===== src/rtl/lsu_mem_access.sv =====
// Load/store unit: one memory op at a time over a valid/ready data bus, with load alignment/extension.
// Optional response watchdog enabled by defining LSU_TIMEOUT_EN (limit set by TIMEOUT_CYCLES).
module lsu_mem_access #(
  parameter int unsigned TIMEOUT_CYCLES = 255
) (
  input  logic        clk,
  input  logic        rst,
  input  logic        ex_valid,
  output logic        ex_ready,
  input  logic        ex_is_store,
  input  logic [2:0]  ex_funct3,
  input  logic [31:0] ex_addr,
  input  logic [31:0] ex_wdata,
  input  logic [4:0]  ex_rd,
  output logic        mem_req_valid,
  input  logic        mem_req_ready,
  output logic [31:0] mem_req_addr,
  output logic        mem_req_we,
  output logic [3:0]  mem_req_wstrb,
  output logic [31:0] mem_req_wdata,
  input  logic        mem_resp_valid,
  input  logic [31:0] mem_resp_rdata,
  output logic        wb_valid,
  output logic [4:0]  wb_rd,
  output logic [31:0] wb_data,
  output logic        st_done,
  output logic        err_valid,
  output logic [31:0] err_addr
);

  typedef enum logic [2:0] {S_IDLE, S_REQ, S_WAIT, S_RESP, S_ERR} state_t;

  if (TIMEOUT_CYCLES < 2) begin : g_bad_timeout
    $error("TIMEOUT_CYCLES must be at least 2");
  end

  state_t      state_q, state_d;
  logic [31:0] addr_q, wdata_q, rdata_q;
  logic [2:0]  funct3_q;
  logic [4:0]  rd_q;
  logic        is_store_q;
  logic        accept;
  logic [3:0]  lane_wstrb;
  logic [31:0] lane_wdata;
  logic [31:0] load_lane;
  logic [31:0] load_data;

  // Legal funct3 for the op kind, plus natural alignment of the byte address.
  function automatic logic op_ok(input logic is_store, input logic [2:0] f3, input logic [1:0] a);
    case (f3)
      3'b000:  return 1'b1;
      3'b001:  return !a[0];
      3'b010:  return a == 2'b00;
      3'b100:  return !is_store;
      3'b101:  return !is_store && !a[0];
      default: return 1'b0;
    endcase
  endfunction

  assign accept = ex_valid && (state_q == S_IDLE);

`ifdef LSU_TIMEOUT_EN
  localparam int CNT_W = ($clog2(TIMEOUT_CYCLES + 1) > 8) ? $clog2(TIMEOUT_CYCLES + 1) : 8;
  logic [CNT_W-1:0] tmo_cnt_q;
  logic             timeout_hit;

  assign timeout_hit = (tmo_cnt_q >= CNT_W'(TIMEOUT_CYCLES - 1));

  // REQ is only entered from IDLE, so clearing while idle clears on entry to REQ.
  always_ff @(posedge clk) begin
    if (rst)                                        tmo_cnt_q <= '0;
    else if (state_q == S_IDLE)                     tmo_cnt_q <= '0;
    else if (state_q == S_REQ || state_q == S_WAIT) tmo_cnt_q <= tmo_cnt_q + 1'b1;
  end
`endif

  always_comb begin
    // NOTE: default assigned first so no path through the case leaves state_d unassigned (no latch).
    state_d = state_q;
    case (state_q)
      S_IDLE: if (accept) state_d = op_ok(ex_is_store, ex_funct3, ex_addr[1:0]) ? S_REQ : S_ERR;
      S_REQ: begin
        if (mem_req_ready) state_d = S_WAIT;
`ifdef LSU_TIMEOUT_EN
        else if (timeout_hit) state_d = S_ERR;
`endif
      end
      S_WAIT: begin
        if (mem_resp_valid) state_d = S_RESP;
`ifdef LSU_TIMEOUT_EN
        else if (timeout_hit) state_d = S_ERR;
`endif
      end
      default: state_d = S_IDLE;
    endcase
  end

  // NOTE: sequential state uses non-blocking assignments so every register samples pre-edge values.
  always_ff @(posedge clk) begin
    if (rst) begin
      state_q    <= S_IDLE;
      addr_q     <= '0;
      wdata_q    <= '0;
      rdata_q    <= '0;
      funct3_q   <= '0;
      rd_q       <= '0;
      is_store_q <= 1'b0;
    end else begin
      state_q <= state_d;
      if (accept) begin
        addr_q     <= ex_addr;
        wdata_q    <= ex_wdata;
        funct3_q   <= ex_funct3;
        rd_q       <= ex_rd;
        is_store_q <= ex_is_store;
      end
      if (state_q == S_WAIT && mem_resp_valid) rdata_q <= mem_resp_rdata;
    end
  end

  // Store lane placement: replicate the narrow datum, strobe selects the target bytes.
  always_comb begin
    lane_wstrb = 4'hF;
    lane_wdata = wdata_q;
    case (funct3_q[1:0])
      2'b00: begin
        lane_wstrb = 4'b0001 << addr_q[1:0];
        lane_wdata = {4{wdata_q[7:0]}};
      end
      2'b01: begin
        lane_wstrb = 4'b0011 << addr_q[1:0];
        lane_wdata = {2{wdata_q[15:0]}};
      end
      default: ;
    endcase
  end

  assign load_lane = rdata_q >> {addr_q[1:0], 3'b000};

  always_comb begin
    case (funct3_q)
      3'b000:  load_data = {{24{load_lane[7]}}, load_lane[7:0]};
      3'b001:  load_data = {{16{load_lane[15]}}, load_lane[15:0]};
      3'b100:  load_data = {24'h0, load_lane[7:0]};
      3'b101:  load_data = {16'h0, load_lane[15:0]};
      default: load_data = rdata_q;
    endcase
  end

  assign ex_ready      = (state_q == S_IDLE);
  assign mem_req_valid = (state_q == S_REQ);
  assign mem_req_addr  = {addr_q[31:2], 2'b00};
  assign mem_req_we    = (state_q == S_REQ) && is_store_q;
  assign mem_req_wstrb = mem_req_we ? lane_wstrb : 4'h0;
  assign mem_req_wdata = lane_wdata;
  assign wb_valid      = (state_q == S_RESP) && !is_store_q;
  assign wb_rd         = rd_q;
  assign wb_data       = load_data;
  assign st_done       = (state_q == S_RESP) && is_store_q;
  assign err_valid     = (state_q == S_ERR);
  assign err_addr      = addr_q;

endmodule


===== config.mk =====
export PLATFORM = sky130hd
export DESIGN_NAME = lsu_mem_access
export DESIGN_NICKNAME = d
export VERILOG_FILES = /design/src/rtl/lsu_mem_access.sv
export SDC_FILE = /design/constraint.sdc
export NUM_CORES = 1
export LEC_CHECK = 0
export CAP_MARGIN = 20
export CORE_UTILIZATION = 42
export CTS_CLUSTER_SIZE = 40
export DETAILED_ROUTE_END_ITERATION = 6
export PLACE_DENSITY = 0.9
export REMOVE_ABC_BUFFERS = 1
export SKIP_LAST_GASP = 1
export SLEW_MARGIN = 10
export SYNTH_ARGS = -nofsm -noshare
export SYNTH_HDL_FRONTEND = slang
export SYNTH_SLANG_ARGS = --single-unit

===== constraint.sdc =====
create_clock -name clk -period 2.6 [get_ports clk]
set_input_delay 0.78 -clock clk [delete_from_list [all_inputs] [get_ports clk]]
set_output_delay 0.78 -clock clk [all_outputs]
set_load 0.02 [all_outputs]

==> flow_summary.yaml <==
outcome:
  status: "complete, but fails checks"
  violations: "setup timing"
timing:
  rsz0062_at_grt: "true"
  hold_ws_ns: 0.454
  hold_violations: 0
  setup_viol: 24
  relSlewSlack_pct: 66.6
  fin_ws_ns: -0.0532
  worst_slew_pin_slew_ns: 0.501
  finalCriticalPeriod_ns: 2.65
  final-max-slew-violation-count: 0
  fin_skew_ns: 0.0111
  fmax_mhz: 377
  fin_crit_sh_pct: 102
global_routing:
  overflow: 0
  grt_pass1_wl_um: 26800
  first_global_vias: 5512
  busiest_layer: "met2"
  grt_use_met3_pct: 8.58
  antenna_found_initial: 0
  met2_usage_pct: 45.9
  track_usage_pct: 25.8
  use_met1_pct: 28.0
  grt_start_max_net_pins: 74
synth:
  synth_cell_types: 47
  synth-xor-area-share_pct: 0.162
  synth_ff_type: "dfxtp_1"
  synth_compound_area_share_pct: 18.9
  syn_inst: 726
  postSynthAreaPerCell_um2: 7.44
  synthAdderAreaFrac_pct: 0
  synth_edf_count: 0
  synth_warnings: 0
  netlist_area_um2: 5400
  synth_simple_gate_area_share_pct: 22.8
  ys_async_sr_fraction_pct: 0
  yosysSeqAreaShare_pct: 40.0
  synth_top_family_by_area: "simple AND/OR/NAND/NOR gates"
  synth_seq_cells: 108
  muxShareOfSynthArea_pct: 7.06
clock_tree:
  cts_sinks: 108
  cts_buffers: 9
  cts_hold_buf: 0
  clock_path_buffers: 2
  cts_tree: "yes"
  clock_latency_ns: 0.36
  root_buffer: "clkbuf_16"
  path_clk_slew_ns: 0.08
  h-tree-depth: 3
setup_path:
  crit_path_start_kind: "flop"
  cp_max_fo: 8
  worstSetupPathType: "reg2out"
  slowest_stage: "dfxtp_4"
  endpoint_kind: "output port"
  crit_path_cell_trace: "mux2_4, a221oi_4, buf_6, buf_12, o21ai_2, buf_6"
  crit_required_ns: 1.82
  cpMostUsedCell: "buf_6"
  slowest_delay_ns: 0.37
  cp.arrival_ns: 1.87
detailed_routing:
  wire_per_inst_um: 15.9
  drt_first_pass_iters: 5
  vias: 5809
  routed_wl_um: 17700
  drc_errors: 0
  ant_nets: 0
  drt-initial-drc-count: 459
  via_per_inst: 5.22
place:
  port_buffers: 250
  gp_congestion: 0.831
  hpwl_um: 11900
flow_run:
  max-cap-violations: 0
die:
  chipWidth_um: 115
  dieArea_um2: 13300
  start_util_pct: 43.0
  die_h_um: 115
  core-area_um2: 12600
  ioPinCount: 253
  rows: 41
power:
  p_total_uw: 4450
  powerDensity_nw_per_um2: 524
  leakagePower_uw: 0.00333
  ir_worst_vdd_v: 0.000490
finish:
  diodes: 0
  fin_nets: 1045
  drive_gt1_share_pct: 16.7
  multi_input_area_um2: 2840
  regArea_um2: 2180
  area_delta_synth_final_pct: 57.3
  num-fill-cells: 982
  final_core_util_pct: 67.6
min_path:
  min_path_type: "reg2reg"
==> state kept, by name, summed over array words and instances (netlist names) <==
| name | cells |
|---|---|
| wdata_q | 32 |
| is_store_q | 1 |
| wb_rd | 5 |
| rdata_q | 32 |
| state_q | 3 |
| funct3_q | 3 |
| err_addr | 32 |
==> per-layer routing <==
layer / wire length (um) / vias to the layer above
met4: 431 / 0
li1: - / 2790
met3: 1530 / 36
met1: 6480 / 2742
met2: 9290 / 241
met5: 0 / -
==> final cells by class <==
type	count	area share (%)
flip-flops and latches	108	25.6
repair buffers	298	34.5
clock buffers	10	2.81
inverters	6	0.265
clock inverters	6	0.898
multi-input cells	512	33.4
well taps	172	2.53
==> power by group <==
| group | internal, uW | total (uW) | switching (uW) |
|---|---|---|---|
| Clock | 793 | 1460 | 669 |
| Combinational | 565 | 1180 | 611 |
| Sequential | 1740 | 1820 | 73.4 |
| Total | 3100 | 4450 | 1350 |
==> path summary, 6_finish.rpt <==
kind / depth (start not counted) / start / slack, ns / endpoint
worst max-delay path: 6 / err_addr[1] / -0.05 / wb_data[23]
worst min-delay path: 2 / wb_rd[0] / 0.45 / wb_rd[0]
worst max register to register: 5 / state_q[2] / 0.81 / err_addr[2]
worst min register to register: 2 / wb_rd[0] / 0.45 / wb_rd[0]
==> what timing repair did <==
item / CTS / global route
cloned: 1 / 0
setup endpoints to repair: 61 / 41
pin swaps: 1 / 7
gates resized for setup: 147 / 120
setup buffers: 5 / 2
==> placed cells by master, fill, tap and decap left out, types with 5 or more instances in the layout <==
cell	netlist	routed
mux2i_1	13	11
buf_2	26	9
o211a_1	5	5
buf_6	1	29
a21oi_1	118	118
o221a_1	5	5
nand3b_1	8	8
clkdlybuf4s50_1	0	187
mux2_2	18	17
dfxtp_1	108	104
inv_1	6	6
nor2_1	17	16
clkbuf_16	0	9
o21ai_2	0	15
o21ai_0	10	10
nor2b_1	7	7
dlygate4sd2_1	0	24
buf_12	0	8
buf_4	41	34
nand2_1	249	249
==> stage by stage <==
stage	setup slack, ns	TNS (ns)	std cells	cell area, um2
2_1_floorplan	-3.96	-335.19	626	4830
3_3_place_gp	-0.0996	-1.01	1089	7970
3_5_place_dp	-0.106	-1.61	1089	7970
4_1_cts	-0.245	-2.16	1111	8280
5_1_grt	-0.156	-3.03	1112	8500
6_report	-0.0532	-0.673	1112	8500
==> cells in the mapped netlist, types with 2 or more instances <==
cell / instances / area share, %
o31ai_1: 7 / 0.97
a21oi_1: 118 / 11
buf_2: 26 / 2.4
o21ai_0: 10 / 0.93
buf_4: 41 / 5.7
inv_1: 6 / 0.42
nor3_1: 4 / 0.37
o211a_1: 5 / 0.93
nand2_1: 249 / 17
or2_1: 2 / 0.23
nor3b_1: 2 / 0.28
nor2b_1: 7 / 0.81
mux2_2: 18 / 3.8
nor2_1: 17 / 1.2
clkbuf_1: 32 / 2.2
o221a_1: 5 / 1.0
o211ai_1: 2 / 0.28
a221oi_1: 3 / 0.49
o21ai_1: 17 / 1.6
mux2i_1: 13 / 2.4
nand3b_1: 8 / 1.1
a22oi_1: 2 / 0.28
dfxtp_1: 108 / 40
==> worst max-delay path, delay by kind of cell, from the launching register on <==
| kind | cells | cell delay (ns) |
|---|---|---|
| DFF | 1 | 0.37 |
| muxes | 1 | 0.33 |
| buffers and inverters | 3 | 0.45 |
| AOI/OAI and AO/OA | 2 | 0.37 |
==> cells by family after synthesis <==
| group | count (synthesis) |
|---|---|
| compound gates | 176 |
| xor+xnor | 1 |
| buf+inv | 107 |
| flops | 108 |
| mux | 34 |
| other cells | 1 |
| simple gates | 299 |
(Power assumes the default switching activity.)
==> patch, RTL diff (config.mk and constraints unchanged) <==
Build with the macro `LSU_TIMEOUT_EN` defined.
--- a/src/rtl/lsu_mem_access.sv
+++ b/src/rtl/lsu_mem_access.sv
@@ -1,5 +1,7 @@
 // Load/store unit: one memory op at a time over a valid/ready data bus, with load alignment/extension.
 // Optional response watchdog enabled by defining LSU_TIMEOUT_EN (limit set by TIMEOUT_CYCLES).
+`define LSU_TIMEOUT_EN
+
 module lsu_mem_access #(
   parameter int unsigned TIMEOUT_CYCLES = 255
 ) (
Behaviour: no difference found for any inputs over 4 cycles, from zero or initial values and one cycle with rst high; that may be too few to reach the edited logic, so the function may still have changed.
==> patch against the original RTL <==
  * The run still ends with setup timing left
  * Routed wire length grew 4.1%
  * Area after synthesis grew 4.9%
  * Sequential cell count grew 8
  * Final area grew 6.5%
  * Worst setup slack lost 0.21 ns
  * Total power grew 23%
  * Sequential share of layout area grew 0.13 points
  * Critical path depth grew 1
  * Critical path type unchanged
==> patch: results <==
export IMPL_yosys_top_cells_area="dfxtp_1 41%, nand2_1 17%, a21oi_1 12%, buf_4 6.5%, mux2_2 4.4%"
export IMPL_reg2reg_slack_ns=0.82
export IMPL_cts_max_level=4
export IMPL_hold_depth=2
export IMPL_synth_warnings=0
export IMPL_synthFlopType="dfxtp_1"
export IMPL_num_nets_final=1086
export IMPL_antenna_found_initial=0
export IMPL_grt_pass1_wl_mm=28.43
export IMPL_power_static_leakage_nw=3.569
export IMPL_drt_initial_drc_count=573
export IMPL_dp_hpwl_mm=11.85
export IMPL_failed_checks="setup timing"
export IMPL_holdCritPathClass="flop to flop"
export IMPL_clkLatencyLatePin_ns=0.41
export IMPL_ir_worst_vdd_uv=410.9
export IMPL_yosysUniqueCellTypes=51
export IMPL_finalWeightedCongestion=0.9057
export IMPL_clock_skew_ns=0.007086
export IMPL_grt_max_degree=73
export IMPL_r2r_start="state_q[2]$_SDFFE_PP0P_"
export IMPL_grtUsageTotal_pct=25.74
export IMPL_vias=6018
export IMPL_antennaDiodeCount=0
export IMPL_io_buffers=250
export IMPL_slowest_delay_ns=0.53
export IMPL_clk_pin_slew_ns=0.05
export IMPL_arrival_ns=2.08
export IMPL_drive_gt1_share_pct=17.78
export IMPL_holdCritStartpoint="wb_rd[1]$_SDFFE_PP0P_"
export IMPL_setup_tns_ns=-4.695
export IMPL_dr_pass1_iters=5
export IMPL_async_flop_share_pct=0
export IMPL_cts_buffer_depth=2
export IMPL_synthTopCellsByCount="258 x nand2_1, 135 x a21oi_1, 116 x dfxtp_1, 49 x buf_4, 33 x clkbuf_1"
export IMPL_holdPathEnd="wb_rd[1]$_SDFFE_PP0P_"
export IMPL_cts_root_buf="clkbuf_16"
export IMPL_worstReg2RegEnd="wdata_q[26]$_SDFFE_PP0P_"
export IMPL_cts_buffers=17
export IMPL_ant_nets=0
export IMPL_outcome="finished with violations"
export IMPL_yosysSeqAreaShare_pct=40.98
export IMPL_synthCells=755
export IMPL_fin_cells=1160
export IMPL_crit_path_top_delay_cell="mux4_2"
export IMPL_worstMarginPinSlew_ns=0.6931
export IMPL_setup_viol=24
export IMPL_path_max_fanout=7
export IMPL_nFillCells=1010
export IMPL_r2r_cells=6
export IMPL_grt_pass1_vias=5912
export IMPL_drt_total_wl_mm=18.45
export IMPL_fin_ws_ns=-0.2612
-- patch: cells by family (layout without fill, tap and decap cells) --
kind of cell	count (synthesis)	after routing	synth area share, %
compound gates	179	179	17.64
xor+xnor	7	7	1.214
other cells	1	2	0.06618
fa+ha+maj	2	2	0.4415
simple gates	308	308	22.19
flops	116	116	40.98
mux	33	33	6.536
buf+inv	109	337	10.93
-- patch: report_power, final --
part	internal (mW)	switching [mW]
clock network	1.54	0.756
logic	0.596	0.638
registers	1.87	0.0735
-- patch: timing repair --
item / in CTS / in global routing
gates cloned: 1 / 0
endpoints found under the setup margin: 64 / 47
resized for setup: 239 / 62
buffers inserted: 6 / 6
pin swaps: 1 / 3
-- patch: how the worst max path moves through the flow --
stage / end / from / slack [ns] / cells after the start
after floorplan: mem_req_wdata[10] / funct3_q[1]$_SDFFE_PP0P_ / -0.27 / 2
after global placement: wb_data[24] / err_addr[0]$_SDFFE_PP0P_ / -0.10 / 6
after detailed placement: wb_data[1] / err_addr[0]$_SDFFE_PP0P_ / -0.14 / 6
after CTS: wb_data[24] / err_addr[0]$_SDFFE_PP0P_ / -0.28 / 7
after global routing: wb_data[23] / err_addr[0]$_SDFFE_PP0P_ / -0.31 / 7
final: wb_data[24] / err_addr[0]$_SDFFE_PP0P_ / -0.26 / 7
-- patch: layout make-up --
| class | count | area, µm² | share of cell area (%) |
|---|---|---|---|
| timing repair buffer | 294 | 2900 | 32.03 |
| multi-input combinational | 531 | 2965 | 32.75 |
| clock inverter | 4 | 70.07 | 0.7739 |
| clock buffer | 25 | 515.5 | 5.694 |
| sequential | 116 | 2330 | 25.73 |
| tap | 176 | 220.2 | 2.432 |
| inverter | 14 | 52.55 | 0.5804 |
-- patch: critical path, delay by kind of cell, from the launching register on --
kind / cells / cell delay [ns]
buffers and inverters: 4 / 0.55
multiplexers: 1 / 0.53
flip-flops: 1 / 0.33
AO/OA/AOI/OAI: 1 / 0.20
AND/OR/NAND/NOR: 1 / 0.05
-- patch: through the flow --
stage	util, %	area [µm²]	setup WS (ns)	hold WS (ns)	power [mW]
finish	68.64	9054	-0.2612	0.4518	5.477
global route	68.64	9054	-0.3132	0.4723	5.676
CTS	67.39	8889	-0.2802	0.4535	5.474
detailed placement	61.71	8139	-0.1433	0.4465	3.156
global placement	61.71	8139	-0.1008	0.4406	3.139
floorplan	-	5104	-0.2662	0.4268	2.483
-- patch: metal layers --
| layer | vias up | part of all wire (%) | global-route usage (%) |
|---|---|---|---|
| met2 | 304 | 52 | 47.50 |
| met1 | 2774 | 37 | 26.57 |
| met4 | 0 | 2.7 | 11.94 |
| met3 | 52 | 8.2 | 7.529 |
| met5 | - | 0 | 0 |
| li1 | 2888 | - | - |
